<file path="config.mk">
export PLATFORM = sky130hd
export DESIGN_NAME = sram_arbiter_flat
export DESIGN_NICKNAME = d
export VERILOG_FILES = /design/src/rtl/sram_arbiter_if.sv /design/src/rtl/sram_arbiter.sv /design/src/flat_wrapper.sv
export SDC_FILE = /design/constraint.sdc
export NUM_CORES = 1
export LEC_CHECK = 0
export ABC_CLOCK_PERIOD_IN_PS = 1700
export BUFFER_PORTS_ARGS = -buffer_cell sky130_fd_sc_hd__buf_2
export CAP_MARGIN = 5
export CORE_AREA = 2 2 83 85
export DETAILED_ROUTE_END_ITERATION = 16
export DIE_AREA = 0 0 85 87
export GPL_TIMING_DRIVEN = 0
export PLACE_DENSITY = 0.75
export SLEW_MARGIN = 20
export SYNTH_ARGS = -nofsm -noshare
export SYNTH_HDL_FRONTEND = slang
export SYNTH_SLANG_ARGS = --single-unit
export TNS_END_PERCENT = 10
</file>
<file path="constraint.sdc">
create_clock -name clk -period 1.7 [get_ports clk]
set_input_delay 0.17 -clock clk [delete_from_list [all_inputs] [get_ports clk]]
set_output_delay 0.17 -clock clk [all_outputs]
set_load 0.02 [all_outputs]
</file>
<file path="src/rtl/sram_arbiter_if.sv">
// Bus bundle between the SNES/AVR requesters, the SRAM arbiter and the SRAM.
// The arbiter uses the slave modport; requesters plus the SRAM use master.
interface sram_arbiter_if #(
  parameter int unsigned ADDR_W = 21
);
  // SNES read-only port
  logic              snes_req;
  logic [ADDR_W-1:0] snes_addr;
  logic              snes_ack;
  logic [7:0]        snes_rdata;
  // AVR read/write port
  logic              avr_req;
  logic              avr_we;
  logic [ADDR_W-1:0] avr_addr;
  logic [7:0]        avr_wdata;
  logic              avr_ack;
  logic [7:0]        avr_rdata;
  // SRAM side, data bus split; the chip top builds the tristate from sram_dout_en
  logic [ADDR_W-1:0] sram_addr;
  logic [7:0]        sram_dout;
  logic              sram_dout_en;
  logic [7:0]        sram_din;
  logic              sram_ce_n;
  logic              sram_oe_n;
  logic              sram_we_n;

  modport slave (
    input  snes_req, snes_addr, avr_req, avr_we, avr_addr, avr_wdata, sram_din,
    output snes_ack, snes_rdata, avr_ack, avr_rdata,
    output sram_addr, sram_dout, sram_dout_en, sram_ce_n, sram_oe_n, sram_we_n
  );

  modport master (
    output snes_req, snes_addr, avr_req, avr_we, avr_addr, avr_wdata, sram_din,
    input  snes_ack, snes_rdata, avr_ack, avr_rdata,
    input  sram_addr, sram_dout, sram_dout_en, sram_ce_n, sram_oe_n, sram_we_n
  );
endinterface

</file>
<file path="src/rtl/sram_arbiter.sv">
// Two-master asynchronous SRAM arbiter. SNES (read-only) has absolute priority
// while snes_mode=1; the AVR gets the bus otherwise. Each transaction walks
// IDLE -> SETUP -> ACCESS (WAIT_CYCLES cycles) -> DONE -> IDLE, and every
// output comes straight from a register.
module sram_arbiter #(
  parameter int unsigned WAIT_CYCLES = 2,   // legal 1..15
  parameter int unsigned ADDR_W      = 21
) (
  input  logic              clk,
  input  logic              reset_n,
  input  logic              snes_mode,
  output logic [1:0]        state,
  sram_arbiter_if.slave     bus
);

  typedef enum logic [1:0] {
    ST_IDLE   = 2'b00,
    ST_SETUP  = 2'b01,
    ST_ACCESS = 2'b10,
    ST_DONE   = 2'b11
  } state_t;

  // ACCESS lasts WAIT_CYCLES cycles: load N-1 and leave when the count is 0
  localparam logic [3:0] CNT_LOAD = 4'(WAIT_CYCLES - 1);

  state_t            r_state;
  logic [3:0]        r_cnt;
  logic              r_we;          // latched direction of the granted transaction
  logic              r_gnt_snes;    // latched owner of the granted transaction
  logic [ADDR_W-1:0] r_addr;
  logic [7:0]        r_dout;
  logic              r_dout_en;
  logic              r_ce_n;
  logic              r_oe_n;
  logic              r_we_n;
  logic              r_snes_ack;
  logic              r_avr_ack;
  logic [7:0]        r_snes_rdata;
  logic [7:0]        r_avr_rdata;

  // Arbitration, transaction sequencing and all registered SRAM/requester outputs
  // NOTE: every state element here uses <= so all registers update together at
  // the edge; mixing in = would make results depend on statement order.
  always_ff @(posedge clk or negedge reset_n) begin
    // NOTE: this block holds only control/data registers (no memory array), so
    // every one of them is cleared by reset to give deterministic bus strobes.
    if (!reset_n) begin
      r_state      <= ST_IDLE;
      r_cnt        <= 4'd0;
      r_we         <= 1'b0;
      r_gnt_snes   <= 1'b0;
      r_addr       <= '0;
      r_dout       <= 8'h00;
      r_dout_en    <= 1'b0;
      r_ce_n       <= 1'b1;
      r_oe_n       <= 1'b1;
      r_we_n       <= 1'b1;
      r_snes_ack   <= 1'b0;
      r_avr_ack    <= 1'b0;
      r_snes_rdata <= 8'h00;
      r_avr_rdata  <= 8'h00;
    end else begin
      // Acks are single-cycle pulses; only the ACCESS exit raises them
      r_snes_ack <= 1'b0;
      r_avr_ack  <= 1'b0;

      unique case (r_state)
        ST_IDLE: begin
          // Requester inputs are sampled only here; everything after runs
          // from the latched copies so dropped requests still complete.
          if (snes_mode && bus.snes_req) begin
            r_gnt_snes <= 1'b1;
            r_we       <= 1'b0;
            r_addr     <= bus.snes_addr;
            r_dout_en  <= 1'b0;
            r_ce_n     <= 1'b0;
            r_oe_n     <= 1'b0;
            r_state    <= ST_SETUP;
          end else if (bus.avr_req) begin
            r_gnt_snes <= 1'b0;
            r_we       <= bus.avr_we;
            r_addr     <= bus.avr_addr;
            r_dout     <= bus.avr_wdata;
            r_dout_en  <= bus.avr_we;
            r_ce_n     <= 1'b0;
            r_oe_n     <= bus.avr_we;    // reads enable the output from SETUP
            r_state    <= ST_SETUP;
          end
        end

        ST_SETUP: begin
          r_cnt   <= CNT_LOAD;
          r_we_n  <= ~r_we;              // write strobe covers ACCESS only
          r_state <= ST_ACCESS;
        end

        ST_ACCESS: begin
          if (r_cnt == 4'd0) begin
            r_we_n  <= 1'b1;
            r_oe_n  <= 1'b1;
            r_state <= ST_DONE;
            // Read data is captured at the edge closing the last ACCESS cycle
            if (!r_we) begin
              if (r_gnt_snes) r_snes_rdata <= bus.sram_din;
              else            r_avr_rdata  <= bus.sram_din;
            end
            if (r_gnt_snes) r_snes_ack <= 1'b1;
            else            r_avr_ack  <= 1'b1;
          end else begin
            r_cnt <= r_cnt - 4'd1;
          end
        end

        ST_DONE: begin
          r_ce_n    <= 1'b1;
          r_dout_en <= 1'b0;
          r_state   <= ST_IDLE;
        end

        default: r_state <= ST_IDLE;
      endcase
    end
  end

  assign state            = r_state;
  assign bus.sram_addr    = r_addr;
  assign bus.sram_dout    = r_dout;
  assign bus.sram_dout_en = r_dout_en;
  assign bus.sram_ce_n    = r_ce_n;
  assign bus.sram_oe_n    = r_oe_n;
  assign bus.sram_we_n    = r_we_n;
  assign bus.snes_ack     = r_snes_ack;
  assign bus.snes_rdata   = r_snes_rdata;
  assign bus.avr_ack      = r_avr_ack;
  assign bus.avr_rdata    = r_avr_rdata;

endmodule

</file>
<file path="src/flat_wrapper.sv">
// flat-port wrapper written by rule: the top's interface ports become plain ports
module sram_arbiter_flat 
#(
  parameter int unsigned WAIT_CYCLES = 2,                 
  parameter int unsigned ADDR_W      = 21
)
  (clk, reset_n, snes_mode, state, bus_snes_req, bus_snes_addr, bus_avr_req, bus_avr_we, bus_avr_addr, bus_avr_wdata, bus_sram_din, bus_snes_ack, bus_snes_rdata, bus_avr_ack, bus_avr_rdata, bus_sram_addr, bus_sram_dout, bus_sram_dout_en, bus_sram_ce_n, bus_sram_oe_n, bus_sram_we_n);
  sram_arbiter_if #(.ADDR_W(ADDR_W)) bus_i ();
  input  logic clk;
  input  logic reset_n;
  input  logic snes_mode;
  output logic [1:0] state;
  input wire logic [$bits(bus_i.snes_req)-1:0] bus_snes_req;
  input wire logic [$bits(bus_i.snes_addr)-1:0] bus_snes_addr;
  input wire logic [$bits(bus_i.avr_req)-1:0] bus_avr_req;
  input wire logic [$bits(bus_i.avr_we)-1:0] bus_avr_we;
  input wire logic [$bits(bus_i.avr_addr)-1:0] bus_avr_addr;
  input wire logic [$bits(bus_i.avr_wdata)-1:0] bus_avr_wdata;
  input wire logic [$bits(bus_i.sram_din)-1:0] bus_sram_din;
  output wire logic [$bits(bus_i.snes_ack)-1:0] bus_snes_ack;
  output wire logic [$bits(bus_i.snes_rdata)-1:0] bus_snes_rdata;
  output wire logic [$bits(bus_i.avr_ack)-1:0] bus_avr_ack;
  output wire logic [$bits(bus_i.avr_rdata)-1:0] bus_avr_rdata;
  output wire logic [$bits(bus_i.sram_addr)-1:0] bus_sram_addr;
  output wire logic [$bits(bus_i.sram_dout)-1:0] bus_sram_dout;
  output wire logic [$bits(bus_i.sram_dout_en)-1:0] bus_sram_dout_en;
  output wire logic [$bits(bus_i.sram_ce_n)-1:0] bus_sram_ce_n;
  output wire logic [$bits(bus_i.sram_oe_n)-1:0] bus_sram_oe_n;
  output wire logic [$bits(bus_i.sram_we_n)-1:0] bus_sram_we_n;
  assign bus_i.snes_req = bus_snes_req;
  assign bus_i.snes_addr = bus_snes_addr;
  assign bus_i.avr_req = bus_avr_req;
  assign bus_i.avr_we = bus_avr_we;
  assign bus_i.avr_addr = bus_avr_addr;
  assign bus_i.avr_wdata = bus_avr_wdata;
  assign bus_i.sram_din = bus_sram_din;
  assign bus_snes_ack = bus_i.snes_ack;
  assign bus_snes_rdata = bus_i.snes_rdata;
  assign bus_avr_ack = bus_i.avr_ack;
  assign bus_avr_rdata = bus_i.avr_rdata;
  assign bus_sram_addr = bus_i.sram_addr;
  assign bus_sram_dout = bus_i.sram_dout;
  assign bus_sram_dout_en = bus_i.sram_dout_en;
  assign bus_sram_ce_n = bus_i.sram_ce_n;
  assign bus_sram_oe_n = bus_i.sram_oe_n;
  assign bus_sram_we_n = bus_i.sram_we_n;
  sram_arbiter #(.WAIT_CYCLES(WAIT_CYCLES), .ADDR_W(ADDR_W)) u_core (.clk(clk), .reset_n(reset_n), .snes_mode(snes_mode), .state(state), .bus(bus_i));
endmodule
</file>
After elaboration in Yosys (flattened, before gate mapping)
Cells that the tools add are included.
- output and inout port bits: 53
- input bits: 64
- word-level logic and storage cells: 64
- flip-flop bits (word level): 59
- equality and inequality tests: 6
- $add $sub $neg: 1
- reductions and logical operators: 16
- multiplexer cells: 24
- bitwise gates (word level): 3
- operators by type and width (operator ; number):
    $mux W21 ; 2
    $mux W1 ; 12
    $reduce_and A2 Y1 ; 5
    $pmux W1 S2 ; 4
    $pmux W2 S4 ; 1
    $pmux W4 S2 ; 1
    $reduce_and A4 Y1 ; 2
    $reduce_bool A2 Y1 ; 4
    $mux W2 ; 3
    $reduce_and A3 Y1 ; 2
    $eq A2 B2 Y1 const B ; 2
    $logic_not A4 Y1 ; 1
    $mux W4 ; 1
    $sub A4 B1 Y4 const B ; 1
    $ne A3 B2 Y1 const B ; 1
    $not A1 Y1 ; 3
    $eq A2 B1 Y1 const B ; 1
    $logic_not A2 Y1 ; 1
    $ne A2 B1 Y1 const B ; 1
    $ne A2 B2 Y1 const B ; 1
    $logic_and A1 B1 Y1 ; 1

Logic depth before layout (Yosys ltp)
- depth in word-level cells: 3
- depth in mapped cells: 7
- gate-level depth less buffers: 5

Least setup slack after synthesis
Ideal clock, no wire load.
- path type: reg2reg
- start: reg u_core.r_state[0] (netlist: u_core.state[0])
- end: reg u_core.r_snes_rdata[0] (netlist: u_core.bus.snes_rdata[0])
- arrival: 1.843 ns
- period minus slack after synthesis: 1.968 ns
- library setup time: 0.125 ns
- setup slack: -0.268 ns
- path buffers: 2
- cell stages (with the launch flop): 8
- required time: 1.575 ns
- cells stage by stage: dfrtp_1 inv_1 ha_1 buf_4 nand4bb_4 or3b_1 buf_6 mux2_4
- cells in the longest elaborated chain, start to end: 2
- ends and longest elaborated chain (item ; line ; RTL):
    start, declared ; sram_arbiter.sv:26 ; state_t r_state;
    start signal, assigned ; sram_arbiter.sv:48 ; r_state <= ST_IDLE;
    start signal, assigned ; sram_arbiter.sv:78 ; r_state <= ST_SETUP;
    start signal, assigned ; sram_arbiter.sv:87 ; r_state <= ST_SETUP;
    $eq A2 B2 Y1 ; sram_arbiter.sv:67 ; unique case (r_state)
    $reduce_and A4 Y1 (no source line) ; - ;
    end signal, assigned ; sram_arbiter.sv:104 ; if (r_gnt_snes) r_snes_rdata <= bus.sram_din;
    end, declared ; sram_arbiter.sv:38 ; logic [7:0] r_snes_rdata;
Every way passes these cells.
A chain may end at the register's enable or synchronous reset.

Worst setup path after layout
Ends and elaborated chain as after synthesis.

==> out/qor.txt <==
Crit Path Category: reg -> reg
XOR/XNOR share of the synthesized area: 0%
RSZ-0062 raised after global routing: yes
R2R Path Start: u_core.state[0]
die height: 87 microns
initial antenna violation count: 0
Synth Area in Compound Gates: 15.2%
Post-Syn Area: 0.00274 sq mm
Post-synth EDFFs: 0
largest family of logic cells by synthesized area: compound AO/OA/AOI/OAI gates
largest net degree at the start of global routing: 60
CTS Buf Count: 9
worst slew pin tran: 0.749 ns
top-level I/O count: 117
share of cells above drive strength 1: 50.7%
ANT cells: 0
power per cell area: 2070 mW/mm^2
gr usage total: 20.1%
minimum clock period: 1.77 ns
switching part of the total: 38.4%
Synth Net Count: 313
Max Root-Sink Buffers: 2
worst hold slack: 0.0654 ns
Arr. time, crit path: 1.99 ns
placed insts: 439
Via Count: 2455
Syn. warnings: 0
later-pin clock latency in the skew report: 0.34 ns
CP startpoint kind: register
Synth cell types: 35
Avg Cell Area, Syn: 11.3 sq um
synthesized flop and latch total: 59
vias in the first global route: 2423
combinational power share: 47.2%
DRC Markers: 0
worst setup margin: -0.0719 ns
1st-iter DRT viols: 114
area of the core: 0.00657 sq mm
Post-Route WL: 7.00 mm
HP Class: in -> reg
dpl hpwl: 4.87 mm
RR Endpoint: u_core.bus.snes_rdata[0]
Port Buffer Count: 116
final non-filler cell total: 463
Nets: 448
simple logic cell fraction of the synthesized area: 11.6%
critical path launch point: u_core.state[0]
most frequent cells in the layout: buf_2, dfrtp_1, nand2_1
clock share of power: 20.7%
first-pass GRT wire length: 11.7 mm
pre-CTS WS: -0.332 ns
GP Congestion: 0.780
final setup violation count: 9
worst vdd ir: 1.03 mV
grt ovf: 0
first drt pass iteration count: 4
site row count: 30
Final Power: 7.93 mW
switching power: 3.05 mW
MaxCap Viol Count: 0
share of power burned in registers: 32.1%
internal power: 4.88 mW
post-synthesis mux area share: 12.9%
antenna-violating nets left: 0
status: complete, but fails checks
Worst-path clk slew: 0.07 ns
H-Tree Level Count: 3
DR vias/cell: 5.30
Slew headroom: 50.1%
reg2reg setup slack: -0.07 ns
Area Growth Syn to Fin: 39.7%
post-layout util: 58.2%
FFs w/ async S/R, synth: 100%
TritonCTS Sinks: 59
most common cell after layout, fill and taps aside: buf_2
Setup crit end: u_core.bus.snes_rdata[0]
Starting Density: 41.7%
Lkg Pwr: 1.84 nW
CTS Root Cell: clkbuf_8
Post-Synth Adder-Cell Area: 2.74%
Slew Viols, Final: 0
cells on worst reg2reg path: 6
top_reg_cell synth: dfrtp_1
crit share post-route: 104%
die area: 0.00740 sq mm
Syn Inst Count: 243
clk_skew: 0.00829 ns
Fmax achieved: 0.564 GHz
Chip Width: 85 microns
CTS tree: done
WL per Instance: 15.1 microns
required time worst endpoint: 1.92 ns
worst-path fanout max: 8
Final Hold Vio Count: 0
crit path capture type: register
sequential share of the synthesized area: 54.1%
failing checks: negative setup slack
[power groups by stage]
| stage | Sequential [mW] | Combinational [mW] | Clock (mW) |
|---|---|---|---|
| after detailed placement | 2.56 | 3.45 | 0 |
| after global placement | 2.53 | 3.38 | 0 |
| after global routing | 2.63 | 4.06 | 1.75 |
| after floorplan | 3.28 | 1.61 | 0 |
| after CTS | 2.53 | 3.68 | 1.68 |
| final | 2.54 | 3.74 | 1.65 |
[cell usage after synthesis (2+ instances only)]
library cell | instances | share of area, %
dfrtp_1 | 56 | 51
nand2_1 | 53 | 7.3
a21oi_1 | 23 | 4.2
a41oi_1 | 21 | 6.7
mux2_2 | 19 | 7.8
clkbuf_1 | 11 | 1.5
mux2_4 | 8 | 4.4
ha_1 | 6 | 2.7
inv_1 | 5 | 0.69
buf_1 | 4 | 0.55
nor2_1 | 4 | 0.55
dfstp_2 | 3 | 2.9
a21o_1 | 2 | 0.55
a22o_1 | 2 | 0.64
a2bb2oi_1 | 2 | 0.64
mux2i_1 | 2 | 0.73
nor3b_1 | 2 | 0.55
o22ai_1 | 2 | 0.46
or3b_1 | 2 | 0.64
[worst max-delay path, stage by stage (launching register included)]
cell and delay [ns]:
dfrtp_2 0.43, inv_4 0.07, ha_4 0.15, nand4bb_4 0.13
or3b_1 0.40, buf_6 0.16, mux2_4 0.30
[kinds of logic (layout without fill, tap and decap cells)]
family | count (synthesis) | after routing
buffers and inverters | 22 | 162
AND/OR/NAND/NOR | 68 | 68
AO/OA/AOI/OAI | 59 | 59
adder cells (fa/ha/maj) | 6 | 6
flip-flops | 59 | 59
multiplexers | 29 | 29
[sequential cells by signal, summed over array words and instances, names as in the netlist]
name	cells
u_core.bus.sram_we_n	1
u_core.bus.snes_ack	1
u_core.r_we	1
u_core.bus.sram_dout_en	1
u_core.r_gnt_snes	1
u_core.bus.sram_ce_n	1
u_core.bus.avr_ack	1
u_core.bus.sram_oe_n	1
u_core.bus.avr_rdata	8
u_core.r_cnt	4
u_core.state	2
u_core.bus.sram_dout	8
u_core.bus.snes_rdata	8
u_core.bus.sram_addr	21
[layout make-up]
cell class | instances | area, sq um
inverter | 5 | 21.3
multi-input combinational | 162 | 1220
sequential | 59 | 1480
timing repair buffer | 125 | 653
tap | 80 | 100
fill | 575 | 2750
clock inverter | 4 | 95.1
clock buffer | 12 | 165
buffer | 16 | 81.3
[layer usage]
| metal | vias to the layer above | share of wire (%) | GRT usage, % |
|---|---|---|---|
| met5 | - | 0 | 0 |
| met4 | 0 | 2.1 | 8.95 |
| met3 | 12 | 7.7 | 5.59 |
| met2 | 102 | 48 | 32.0 |
| met1 | 1188 | 43 | 25.8 |
| li1 | 1153 | - | - |
[through the flow]
stage | instance area (sq um) | TNS (ns)
4_1_cts | 3780 | -0.670
3_5_place_dp | 3440 | -11.47
3_3_place_gp | 3440 | -8.99
5_1_grt | 3820 | -1.42
6_report | 3820 | -0.517
2_1_floorplan | 2760 | -2.10
[repair_timing]
item,in CTS,in global routing
hold buffers,1,0
gates resized for setup,15,8
endpoints found under the hold margin,56,0
endpoints found under the setup margin,51,50
pin swaps,1,3
buffers inserted,6,2
[worst min-delay path by stage]
stage                           from                        to  slack [ns]  cells after the start
detailed placement           reset_n  u_core.bus.snes_rdata[4]        0.29                      1
global route        bus_avr_wdata[0]   u_core.bus.sram_dout[0]        0.06                      2
CTS                 bus_avr_wdata[4]   u_core.bus.sram_dout[4]        0.05                      2
global placement    bus_avr_wdata[4]   u_core.bus.sram_dout[4]        0.40                      2
finish              bus_avr_wdata[4]   u_core.bus.sram_dout[4]        0.07                      2
floorplan                    reset_n        u_core.bus.avr_ack       -0.13                      0
Power figures use the tool's default switching activity.
